File: src/rtl/debounce_multi.sv
// Multi-channel push-button debouncer: synchroniser, integrator,
// hysteresis, edge pulses and long-press detection per channel.
//
// Ports:
//   clk        system clock, all state on posedge
//   rst        synchronous active-high reset
//   btn        raw asynchronous button inputs, one bit per channel
//   dbsig      debounced level per channel
//   rise       one-cycle pulse coincident with dbsig going 0->1
//   fall       one-cycle pulse coincident with dbsig going 1->0
//   long_press one-cycle pulse after LONG_CYC cycles of dbsig=1
//   held       high from the long_press cycle until dbsig clears
//   sync_out   second synchroniser stage
module debounce_multi #(
  parameter int N_CH     = 4,
  parameter int CNT_W    = 21,
  parameter int TH_HI    = 100000,
  parameter int TH_LO    = 50000,
  parameter int HOLD_W   = 24,
  parameter int LONG_CYC = 10000000
) (
  input  logic            clk,
  input  logic            rst,
  input  logic [N_CH-1:0] btn,
  output logic [N_CH-1:0] dbsig,
  output logic [N_CH-1:0] rise,
  output logic [N_CH-1:0] fall,
  output logic [N_CH-1:0] long_press,
  output logic [N_CH-1:0] held,
  output logic [N_CH-1:0] sync_out
);

  localparam logic [CNT_W-1:0] CNT_MAX = '1;
  localparam logic [CNT_W-1:0] TH_HI_C = CNT_W'(TH_HI);
  localparam logic [CNT_W-1:0] TH_LO_C = CNT_W'(TH_LO);
  localparam logic [HOLD_W-1:0] LONG_C = HOLD_W'(LONG_CYC);
  localparam logic [HOLD_W-1:0] LONG_M1 = HOLD_W'(LONG_CYC - 1);

  logic [N_CH-1:0] ff1;
  logic [N_CH-1:0] ff2;

  always_ff @(posedge clk) begin
    if (rst) begin
      ff1 <= '0;
      ff2 <= '0;
    end else begin
      ff1 <= btn;
      ff2 <= ff1;
    end
  end

  assign sync_out = ff2;

  for (genvar i = 0; i < N_CH; i++) begin : g_ch
    logic [CNT_W-1:0]  count;
    logic [CNT_W-1:0]  count_nxt;
    logic [HOLD_W-1:0] hold_cnt;
    logic [HOLD_W-1:0] hold_nxt;
    logic              db_q;
    logic              db_nxt;
    logic              rise_q;
    logic              fall_q;
    logic              lp_q;
    logic              lp_nxt;
    logic              held_q;

    always_comb begin
      count_nxt = count;
      if (ff2[i] && (count != CNT_MAX)) begin
        count_nxt = count + 1'b1;
      end else if (!ff2[i] && (count != '0)) begin
        count_nxt = count - 1'b1;
      end
    end

    // Thresholds act on the current count, so the level lags the
    // counter by one edge.
    always_comb begin
      db_nxt = db_q;
      if (count > TH_HI_C) begin
        db_nxt = 1'b1;
      end else if (count < TH_LO_C) begin
        db_nxt = 1'b0;
      end
    end

    // Hold counter tracks the registered level so it starts counting
    // the edge after dbsig rises, and is cleared on the very edge that
    // dbsig drops.
    always_comb begin
      hold_nxt = hold_cnt;
      lp_nxt   = 1'b0;
      if (!db_nxt) begin
        hold_nxt = '0;
      end else if (db_q && (hold_cnt != LONG_C)) begin
        hold_nxt = hold_cnt + 1'b1;
        lp_nxt   = (hold_cnt == LONG_M1);
      end
    end

    always_ff @(posedge clk) begin
      if (rst) begin
        count    <= '0;
        hold_cnt <= '0;
        db_q     <= 1'b0;
        rise_q   <= 1'b0;
        fall_q   <= 1'b0;
        lp_q     <= 1'b0;
        held_q   <= 1'b0;
      end else begin
        count    <= count_nxt;
        hold_cnt <= hold_nxt;
        db_q     <= db_nxt;
        rise_q   <= db_nxt & ~db_q;
        fall_q   <= ~db_nxt & db_q;
        lp_q     <= lp_nxt;
        held_q   <= db_nxt & (held_q | lp_nxt);
      end
    end

    assign dbsig[i]      = db_q;
    assign rise[i]       = rise_q;
    assign fall[i]       = fall_q;
    assign long_press[i] = lp_q;
    assign held[i]       = held_q;
  end

endmodule

File: config.mk
export PLATFORM = sky130hd
export DESIGN_NAME = debounce_multi
export DESIGN_NICKNAME = d
export VERILOG_FILES = /design/src/rtl/debounce_multi.sv
export SDC_FILE = /design/constraint.sdc
export NUM_CORES = 1
export LEC_CHECK = 0
export ABC_AREA = 1
export CORE_MARGIN = 2
export CORE_UTILIZATION = 30
export CTS_CLUSTER_DIAMETER = 50
export DETAILED_ROUTE_END_ITERATION = 16
export MAX_ROUTING_LAYER = met4
export PLACE_DENSITY_LB_ADDON = 0.05
export SLEW_MARGIN = 20
export SYNTH_ARGS = -nofsm -noshare
export SYNTH_HDL_FRONTEND = slang
export SYNTH_SLANG_ARGS = --single-unit
File: constraint.sdc
create_clock -name clk -period 5.56 [get_ports clk]
set_input_delay 1.112 -clock clk [delete_from_list [all_inputs] [get_ports clk]]
set_output_delay 1.112 -clock clk [all_outputs]
set_load 0.05 [all_outputs]
=== After elaboration in Yosys (flattened, before gate mapping) ===
Index checks and enable logic that the tools add are counted.

* Register bits: 208
* Input port bits: 6
* Word-level logic and storage cells: 138

* Add/subtract/negate cells: 12
* $lt $le $gt $ge: 8
* Equal/unequal tests: 12
* Multiplexer cells: 24
* Bitwise operators: 24
* Reduce and logical (&&, ||, !) cells: 28

{| class="wikitable"
|+ Operators with widths
! operator !! count
|-
| two-way mux 21 bit || 8
|-
| adder 24 x 1 -> 24 bit (second input constant) || 4
|-
| == test 24 bit (second input constant) || 4
|-
| != test 24 bit (second input constant) || 4
|-
| adder 21 x 1 -> 21 bit (second input constant) || 4
|-
| > comparator 21 x 17 -> 1 bit (second input constant) || 4
|-
| less-than comparator 21 x 16 -> 1 bit (second input constant) || 4
|-
| != test 21 bit (second input constant) || 4
|-
| nonzero test 21 bit || 4
|-
| subtractor 21 x 1 -> 21 bit (second input constant) || 4
|-
| two-way mux 1 bit || 16
|-
| AND 1 bit || 12
|-
| logical AND 1 bit || 12
|-
| NOT 1 bit || 8
|-
| nonzero test 2 bit || 4
|-
| OR reduction 2 bit || 4
|-
| logical NOT 1 bit || 4
|-
| OR 1 bit || 4
|}

=== Logic depth before layout (Yosys ltp) ===
Gate-level depths: netlist of the first run.

* Depth after elaboration: 6
* Depth in mapped cells: 19
* Gate-level depth less buffers: 19

=== Worst setup path after synthesis of the first run ===
OpenSTA, ideal clock, no wires.

* Path type: reg-to-reg
* From: reg ff2[0], in the netlist sync_out[0]
* To: reg g_ch[0].count[20]
* Setup time: 0.115 ns
* Arrival time: 2.495 ns
* Data required time: 5.445 ns
* Setup slack: 2.950 ns
* Cell stages (with the launch flop): 12
* Period minus slack after synthesis: 2.610 ns
* Cells stage by stage: dfxtp_1 > nand2_1 > ha_1 > nand2_1 > inv_1 > nand2_1 > nor3_1 > nand3_1 > nand3_1 > nand2_1 > a21oi_1 > nor2_1

* Word-level cells in the longest chain between the ends: 3

{| class="wikitable"
|+ RTL lines
! what !! line !! source
|-
| start: declaration || 40 || <nowiki>logic [N_CH-1:0] ff2;</nowiki>
|-
| start signal: assignment || 45 || <nowiki>ff2 <= '0;</nowiki>
|-
| start signal: assignment || 48 || <nowiki>ff2 <= ff1;</nowiki>
|-
| logical NOT 1 bit || 71 || <nowiki>end else if (!ff2[i] && (count != '0)) begin</nowiki>
|-
| logical AND 1 bit || 71 ||
|-
| nonzero test 2 bit (no line) || n/a ||
|-
| end signal: assignment || 111 || <nowiki>count <= count_nxt;</nowiki>
|-
| end: declaration || 55 || <nowiki>logic [CNT_W-1:0] count;</nowiki>
|}

Parallel ways exist; a longest one is shown, timed or not.
A chain may end at the register's enable or synchronous reset.

=== Worst setup path after layout of the first run ===
* From: reg g_ch[0].count[7]
* To: reg g_ch[0].count[13]

* Word-level cells in the longest chain between the ends: 3

{| class="wikitable"
|+ RTL lines
! what !! line !! source
|-
| subtractor 21 x 1 -> 21 bit (tied with other cells) || 72 || <nowiki>count_nxt = count - 1'b1;</nowiki>
|-
| two-way mux 21 bit (tied with other cells) || 71 ||
|-
| two-way mux 21 bit or nonzero test 2 bit (tied branches) || n/a ||
|}

Parallel ways exist; a longest one is shown, timed or not. The select of a mux whose other input is x is not followed.

==> results of run 1 <==
## logic make-up after synthesis
logic type               Yosys count  synth area share (%)
AO/OA/AOI/OAI                    280                  9.36
XOR/XNOR                          99                  5.48
adder cells (fa/ha/maj)           88                  7.15
buffers and inverters            416                  11.4
flip-flops                       208                  26.3
AND/OR/NAND/NOR                 1493                  40.3
## cell usage after synthesis, types with 2 or more instances
master	n
a21oi_1	208
nand2_2	18
or2_2	2
xnor2_1	31
ha_1	84
o21ai_2	5
nand2_1	719
nand2_4	2
o21bai_1	11
buf_6	18
nor2_2	4
inv_1	349
clkbuf_1	3
inv_2	6
nor2_1	382
nor3_2	12
nand4_1	62
nor3_1	56
nand3_1	196
o21a_1	4
fa_1	4
xor2_1	68
nor4_1	14
nor3_4	2
buf_4	23
buf_2	15
o21ai_1	5
dfxtp_1	208
o21ai_0	39
a31oi_1	4
or2_1	3
nand3b_1	16
## critical path: cells and delay by family (launching register included)
kind / cells / cell delay, ns
compound gates: 2 / 0.38
flops: 1 / 0.41
simple gates: 11 / 1.98
fa+ha+maj: 1 / 0.45
## power by group
part	switching (mW)	total (mW)	internal [mW]
Combinational	3.18	4.89	1.71
Sequential	0.420	2.23	1.81
Clock	0.917	2.73	1.81
Total	4.51	9.85	5.34
## layout make-up
| cell class | count | area [um2] | share of cell area [%] |
|---|---|---|---|
| Multi-Input combinational cell | 1960 | 9850 | 54.6 |
| Sequential cell | 208 | 4160 | 23.1 |
| Inverter | 356 | 1340 | 7.42 |
| Clock buffer | 52 | 1190 | 6.61 |
| Tap cell | 688 | 861 | 4.77 |
| Clock inverter | 27 | 328 | 1.82 |
| Timing Repair Buffer | 31 | 305 | 1.69 |
## worst paths after layout
kind,from,cells past startpoint,slack (ns),to
max,g_ch[0].count[7],14,2.27,g_ch[0].count[13]
min,ff1[2],2,0.40,sync_out[2]
max reg2reg,g_ch[0].count[7],14,2.27,g_ch[0].count[13]
min reg2reg,ff1[2],2,0.40,sync_out[2]
## routing by layer
metal	vias to the layer above	wire, um
met5	-	0
met1	7022	23200
met2	198	20700
li1	8300	-
met4	0	917
met3	59	1570
## per-stage QoR
| step | worst slack [ns] | instances | utilization (%) | power [mW] |
|---|---|---|---|---|
| finish | 2.27 | 3322 | 34.5 | 9.85 |
| global route | 1.97 | 3322 | 34.5 | 10.8 |
| CTS | 2.29 | 3322 | 34.5 | 9.98 |
| detailed placement | 2.31 | 3243 | 31.6 | 7.15 |
| global placement | 2.31 | 3243 | 31.6 | 7.19 |
| floorplan | 2.95 | 2584 | - | 6.05 |
==> results_dict.tcl, run 1 <==
set metrics [dict create \
    outcome "complete, no violations" \
    std_cell_rows 84 \
    fill_cells 5810 \
    syn2layout_area_growth_pct 14.0 \
    final_common_cell "nand2_1" \
    ctsHoldBuffers 0 \
    clkTransAtPathRegs_ns 0.05 \
    fp.dieW_um 234 \
    firstDrtPassIters 5 \
    arrival_ns 3.76 \
    grt_pass1_vias 14834 \
    syn-num-nets 2678 \
    nets 2694 \
    max_freq_mhz 304 \
    maxSlewHeadroom_pct 36.7 \
    die_area_um2 54600 \
    antenna_found_initial 0 \
    ys_ff_latch 208 \
    cts_root_buf "clkbuf_16" \
    synth_top_area_cell "dfxtp_1" \
    leakagePower_nw 7.82 \
    path_cells "nand4_1 > nor2_1 > nand4_1 > nand2_1 > ha_1 > nand2_1 > nand2_1 > nor2_1 > o21ai_0 > nand3_1 > nand2_1 > nand2_1 > nand2_1 > a21oi_1" \
    cpPeakStageDelay_ns 0.71 \
    slowest_stage "nand2_1" \
    holdCritPathClass "reg2reg" \
    synth_cells 2584 \
    holdWs_ns 0.401 \
    port_buffers 29 \
    synth-edff-count 0 \
    die_y_um 234 \
    synthDistinctLibCells 43 \
    core-area_um2 52300 \
    path_common_cell "nand2_1" \
    via_count 15579 \
    cts_sinks 208 \
    grtUsageMet3_pct 2.61 \
    synthArstFlopShare_pct 0 \
    grt_use_total_pct 17.5 \
    grt_max_degree 31 \
    overflow 0 \
    grt-busiest-layer "met2" \
    route.detailed.drc 0 \
    ios 30 \
    reg_top3 "g_ch.hold_cnt x96, g_ch.count x84" \
    seq_area_frac_synth_pct 26.3 \
    period_minus_slack_ns 3.29 \
    cts_tree "done" \
    drive_above_1_share_pct 5.05 \
    post_cts_resize_count 0 \
    clk_path_buf_depth 3 \
    rsz0062_at_grt "no" \
    setup_tns_ns 0 \
    drtIter0Drc 803 \
    critPathCaptureType "register" \
    yosysWarnings 0 \
    synth_flop_cell "dfxtp_1" \
    gr-usage-met1_pct 23.1 \
    synth_area_leaders "dfxtp_1 26%, nand2_1 17%, nor2_1 9.1%" \
    cts_setup_buffers 0 \
    worst_pin_slew_ns 0.948 \
    gp_congestion 0.853 \
    dp_hpwl_um 34700 \
    place_area_um2 16500 \
    drv_slew 0 \
    layout_common_cells "719 x nand2_1, 382 x nor2_1, 349 x inv_1, 208 x a21oi_1, 208 x dfxtp_1" \
    cts_htree_levels 2 \
    grt_pass1_wl_um 75900 \
    diodes 0 \
    gr-usage-met2_pct 27.7 \
    fin_area_um2 18000 \
    synth_area_um2 15800 \
    initial_utilization_pct 30.2 \
    synth_top_area_share_pct 26.3 \
    largest_register_ffs 96 \
    top_register "g_ch.hold_cnt" \
    numCtsBuffers 43 \
    irDropWorstVdd_mv 0.262 \
    finalHoldViolCount 0 \
    maxCapViolCount 0 \
    ant_nets 0 \
    routedWlPerCell_um 14.0 \
    path_max_fanout 23 \
    crit_type "reg2reg" \
    insertion_delay_ns 0.55 \
    synth_area_per_cell_um2 6.12 \
    required_ns 6.03 \
    wl_um 46400 \
    avgViaCountPerCell 4.69 \
    startpoint_type "register" \
    timing.final.crit_share_pct 59.2 \
    p_per_area_nw_per_um2 546 \
    setup_violations 0 \
    clock_skew_ns 0.0143 \
]
Note: power is estimated with default switching activity, not from simulation.
==> run 2, diff against run 1 <==
==> constraint.sdc (replaced) <==
create_clock -name clk -period 3 [get_ports clk]
set_input_delay 0.6 -clock clk [delete_from_list [all_inputs] [get_ports clk]]
set_output_delay 0.6 -clock clk [all_outputs]
set_load 0.05 [all_outputs]
==> run 2 against run 1 <==
  * Via count grew 1.2%
  * Register-to-register slack got worse by 2.0 ns
  * Die area did not move
  * Non-clock buffer count is 32 higher
  * Sequential cell count stayed put
  * Count of clock-buffer cells in the layout did not move
  * Fmax rose by 19%
  * First-iteration DRC count up 3.1%
  * Clock skew up 0.0069 ns
  * Worst hold slack gained 0.0018 ns
  * Worst setup slack worse by 2.0 ns
==> results_dict.tcl, run 2 (synthesized netlist as in run 1, its figures left out) <==
set metrics [dict create \
    maxSlewHeadroom_pct 47.0 \
    drv_slew 0 \
    routedWlPerCell_um 14.1 \
    fin_area_um2 18200 \
    irDropWorstVdd_mv 0.387 \
    reg_top3 "g_ch.hold_cnt x96, g_ch.count x84" \
    die_y_um 234 \
    cpPeakStageDelay_ns 0.42 \
    place_area_um2 16700 \
    overflow 0 \
    setup_violations 0 \
    std_cell_rows 84 \
    cts_root_buf "clkbuf_16" \
    largest_register_ffs 96 \
    rr_startpoint "g_ch[3].count[19]" \
    fin_util_pct 34.8 \
    setup_tns_ns 0 \
    path_cells "nand3_1 > or2_1 > nor2_1 > nand2_1 > nand2_4 > buf_12 > ha_1 > nand2_1 > nor2_1 > nand2_1 > nand3_1 > nand3_1 > nand2_1 > nand2_1 > nand2_1 > a21oi_1" \
    sequentialPowerShare_pct 22.5 \
    startpoint_type "register" \
    finalHoldViolCount 0 \
    final_common_cell "nand2_1" \
    grt_use_total_pct 18.0 \
    avgViaCountPerCell 4.71 \
    arrival_ns 3.15 \
    internal_power_mw 9.77 \
    outcome "complete, no violations" \
    timing.final.crit_share_pct 91.8 \
    path_buf_inv 1 \
    crit_start "g_ch[3].count[19]" \
    wl_um 47200 \
    clkTransAtPathRegs_ns 0.05 \
    fp.dieW_um 234 \
    slowest_stage "dfxtp_1" \
    max_freq_mhz 363 \
    crit_type "reg2reg" \
    gp_congestion 0.869 \
    top_register "g_ch.hold_cnt" \
    switching_share_pct 46.1 \
    dp_hpwl_um 35600 \
    drtIter0Drc 828 \
    firstDrtPassIters 5 \
    nets 2724 \
    path_delay_family "simple AND/OR/NAND/NOR gates" \
    ios 30 \
    rsz0062_at_grt "yes" \
    layout_common_cells "719 x nand2_1, 382 x nor2_1, 349 x inv_1, 207 x a21oi_1, 205 x dfxtp_1" \
    grt_pass1_wl_um 77100 \
    path_max_fanout 17 \
    p_per_area_nw_per_um2 996 \
    clock_skew_ns 0.0212 \
    cts_sinks 208 \
    holdCritPathClass "reg2reg" \
    path_common_cell "nand2_1" \
    required_ns 3.40 \
    numCtsBuffers 41 \
    p_sw_mw 8.37 \
    die_area_um2 54600 \
    leakagePower_nw 7.92 \
    clkPwrFrac_pct 26.1 \
    insertion_delay_ns 0.55 \
    critPathCaptureType "register" \
    core-area_um2 52300 \
    via_count 15760 \
    antenna_found_initial 0 \
    cts_htree_levels 2 \
    clk_path_buf_depth 3 \
    grt_max_degree 31 \
    route.detailed.drc 0 \
    period_minus_slack_ns 2.75 \
    maxCapViolCount 0 \
    grt_pass1_vias 15170 \
    combinationalPowerShare_pct 51.4 \
    worstHoldStart "ff1[2]" \
    syn2layout_area_growth_pct 15.1 \
    cts_tree "done" \
    diodes 0 \
    port_buffers 29 \
    drive_above_1_share_pct 6.09 \
    worst_pin_slew_ns 0.793 \
    ant_nets 0 \
    initial_utilization_pct 30.2 \
]
-- run 2: cell count changes in the layout (fill, tap and decap cells not counted), moves of 2 or more --
cell	before	now
buf_12	0	2
buf_4	2	31
clkbuf_16	45	41
clkbuf_8	4	8
clkinv_2	8	4
clkinv_4	5	2
dfxtp_1	208	205
dfxtp_2	0	3
nand2_2	18	15
nand2_4	2	5
-- run 2: tightest hold or removal path, stage by stage (launching register included) --
cell     delay (ns)
dfxtp_1        0.29
inv_1          0.04
nor2_1         0.03
-- run 2: power groups by stage --
stage / clock (mW) / sequential [mW] / combinational (mW)
after detailed placement: 0 / 4.14 / 9.28
after CTS: 4.89 / 4.08 / 9.35
after floorplan: 0 / 3.88 / 7.33
final: 4.73 / 4.08 / 9.33
after global placement: 0 / 4.13 / 9.39
after global routing: 4.99 / 4.18 / 10.7
-- run 2: timing repair --
item	4_1_cts	5_1_grt
hold buffers	0	0
setup endpoints to repair	0	19
setup buffers	0	7
resized for setup	0	9
-- run 2: final timing paths --
| check | endpoint | slack [ns] | cells past startpoint |
|---|---|---|---|
| setup reg to reg | g_ch[3].count[15] | 0.25 | 16 |
| setup / recovery | g_ch[3].count[15] | 0.25 | 16 |
| hold / removal | sync_out[2] | 0.40 | 2 |
| hold reg to reg | sync_out[2] | 0.40 | 2 |
-- run 2: layout make-up --
type	count	area [um2]
clock buffers	52	1150
clock inverters	19	250
fillers	5805	34100
inverters	356	1340
multi-input cells	1960	9880
flip-flops and latches	208	4170
well taps	688	861
repair buffers	63	574
-- run 2: routing by layer --
metal	vias up	track usage (%)	routed length, um
met4	0	5.72	1100
met1	7114	23.5	23400
met3	76	2.49	1650
li1	8333	-	-
met5	-	-	0
met2	237	28.6	21100
-- run 2: stage by stage --
stage	hold slack [ns]	total power [mW]	setup slack [ns]	cells
floorplan	0.388	11.2	0.390	2584
global placement	0.393	13.5	0.207	3268
detailed placement	0.398	13.4	0.184	3268
CTS	0.402	18.3	0.171	3339
global route	0.414	19.9	-0.0252	3346
finish	0.403	18.1	0.245	3346
==> run 3, diff against run 2 <==
--- a/config.mk
+++ b/config.mk
@@ -7,11 +7,12 @@
 export LEC_CHECK = 0
 export ABC_AREA = 1
 export CORE_MARGIN = 2
-export CORE_UTILIZATION = 30
+export CORE_UTILIZATION = 58
 export CTS_CLUSTER_DIAMETER = 50
 export DETAILED_ROUTE_END_ITERATION = 16
 export MAX_ROUTING_LAYER = met4
 export PLACE_DENSITY_LB_ADDON = 0.05
+export SKIP_LAST_GASP = 1
 export SLEW_MARGIN = 20
 export SYNTH_ARGS = -nofsm -noshare
 export SYNTH_HDL_FRONTEND = slang
==> run 3 against run 2 <==
  * Sequential cell count did not move
  * Worst hold slack improved by 0.00071 ns
  * Total power fell by 4.9%
  * Largest cell class unchanged
  * Largest power group unchanged
  * Critical endpoint is now g_ch[1].count[16]
  * Count of clock-buffer cells in the layout fell by 14
  * Fmax fell by 0.96%
  * Highest routed layer unchanged
  * Critical path depth rose by 2
==> results_dict.tcl, run 3 (synthesized netlist as in run 1, its figures left out) <==
set metrics [dict create \
    period_minus_slack_ns 2.78 \
    die_y_um 169 \
    cts_root_buf "clkbuf_16" \
    multi_input_comb_area_um2 9890 \
    port_buffers 29 \
    finalHoldViolCount 0 \
    cpPeakStageDelay_ns 0.41 \
    numCtsBuffers 35 \
    largest_register_ffs 96 \
    layout_common_cells "718 x nand2_1, 382 x nor2_1, 349 x inv_1, 208 x dfxtp_1, 206 x a21oi_1" \
    cts_htree_levels 2 \
    reg2reg_depth 18 \
    rrSetupSlack_ns 0.22 \
    clkTransAtPathRegs_ns 0.06 \
    dp_cells 2915 \
    drive_above_1_share_pct 5.49 \
    dp_slack_ns 0.229 \
    grt_pass1_vias 14779 \
    ant_nets 0 \
    startpoint_type "register" \
    top_register "g_ch.hold_cnt" \
    timing.final.crit_share_pct 92.7 \
    grt_pass1_wl_um 69000 \
    ios 30 \
    r2r_end "g_ch[1].count[16]" \
    clock_skew_ns 0.0230 \
    fin_ws_ns 0.219 \
    ctsHoldBuffers 0 \
    cts_sinks 208 \
    die_area_um2 28600 \
    avgViaCountPerCell 5.36 \
    fp.dieW_um 169 \
    dp_hpwl_um 30300 \
    nets 2707 \
    syn2layout_area_growth_pct 10.4 \
    diodes 0 \
    drtIter0Drc 1308 \
    holdWs_ns 0.403 \
    critPathCaptureType "register" \
    std_cell_rows 60 \
    outcome "complete, no violations" \
    seq_area_um2 4160 \
    initial_utilization_pct 58.9 \
    firstDrtPassIters 5 \
    via_count 15984 \
    irDropWorstVdd_mv 0.602 \
    antenna_found_initial 0 \
    crit_start "g_ch[1].count[0]" \
    worst_pin_slew_ns 0.818 \
    reg_top3 "g_ch.hold_cnt x96, g_ch.count x84" \
    final_common_cell "nand2_1" \
    drv_slew 0 \
    gp_congestion 0.969 \
    path_max_fanout 10 \
    p_per_area_nw_per_um2 988 \
    setup_tns_ns 0 \
    cp-endpoint "g_ch[1].count[16]" \
    path_delay_family "simple AND/OR/NAND/NOR gates" \
    core-area_um2 26900 \
    crit_type "reg2reg" \
    required_ns 3.38 \
    path_common_cell "nand2_1" \
    maxSlewHeadroom_pct 45.3 \
    fill_cells 2586 \
    worstSetupPathDepth 18 \
    slowest_stage "fa_1" \
    overflow 0 \
    wl_um 40300 \
    rr_startpoint "g_ch[1].count[0]" \
    layout.cells.non_filler 2981 \
    insertion_delay_ns 0.52 \
    max_freq_mhz 360 \
    setup_violations 0 \
    cts_tree "done" \
    path_cells "inv_2 > nor3_1 > nand2_1 > nor2_1 > nand2_1 > nand2_4 > inv_1 > fa_1 > inv_1 > nand3_1 > nand3_1 > nand2_1 > nand3_1 > nand2_1 > nand2_1 > nand2_1 > nand2_1 > a21oi_1" \
    arrival_ns 3.16 \
    route.detailed.drc 0 \
    routedWlPerCell_um 13.5 \
    leakagePower_nw 7.78 \
    clk_path_buf_depth 3 \
    maxCapViolCount 0 \
    path_buf_inv 3 \
    rsz0062_at_grt "yes" \
    holdCritPathClass "reg2reg" \
    grt_max_degree 31 \
    grt_use_total_pct 29.4 \
]
## run 3: changes by cell type in the layout (fill, tap and decap cells not counted), sizes merged
cell      previous run  this run
clkbuf              52        38
clkinvlp             6         2
buf                 34        23
inv                358       369
clkinv               6         8
bufinv               5         3
## run 3: area by class of cell
| cell class | count | share of cell area [%] |
|---|---|---|
| clock buffer | 38 | 5.13 |
| inverter | 356 | 7.66 |
| tap | 341 | 2.44 |
| sequential | 208 | 23.8 |
| timing repair buffer | 52 | 2.67 |
| multi-input combinational | 1960 | 56.6 |
| clock inverter | 26 | 1.68 |
## run 3: worst min path at each step
stage                 from           to  slack (ns)  cells past startpoint
finish              ff1[3]  sync_out[3]        0.40                      2
detailed placement  ff1[3]  sync_out[3]        0.40                      2
floorplan           ff1[0]  sync_out[0]        0.39                      2
CTS                 ff1[3]  sync_out[3]        0.40                      2
global route        ff1[1]  sync_out[1]        0.43                      2
global placement    ff1[0]  sync_out[0]        0.39                      2
## run 3: per-layer routing
layer	vias to the layer above	track usage (%)	part of all wire (%)
li1	8323	-	-
met5	-	-	0
met4	0	7.36	1.9
met3	69	3.50	5.1
met1	7191	39.0	47
met2	401	47.8	46
## run 3: through the flow
step           utilization (%)  power [mW]  cell area (um2)
6_report                  65.0        17.3            17500
5_1_grt                   65.0        18.9            17500
4_1_cts                   64.8        17.2            17400
3_5_place_dp              60.4        13.1            16200
3_3_place_gp              60.4        13.0            16200
2_1_floorplan                -        11.2            15800
## run 3: repair_timing
action,4_1_cts,5_1_grt
endpoints found under the setup margin,0,21
buffers inserted,0,2
gates resized for setup,0,9
## run 3: where the power goes
group | switching (mW) | total (mW) | leakage [nW] | internal [mW]
clock | 1.57 | 4.07 | 0.582 | 2.50
combinational | 5.87 | 9.12 | 5.49 | 3.26
sequential | 0.705 | 4.06 | 1.70 | 3.36
total | 8.14 | 17.3 | 7.78 | 9.11
## run 3: worst min-delay path, stage by stage (launching register included)
cell	delay, ns
dfxtp_1	0.29
inv_1	0.04
nor2_1	0.03
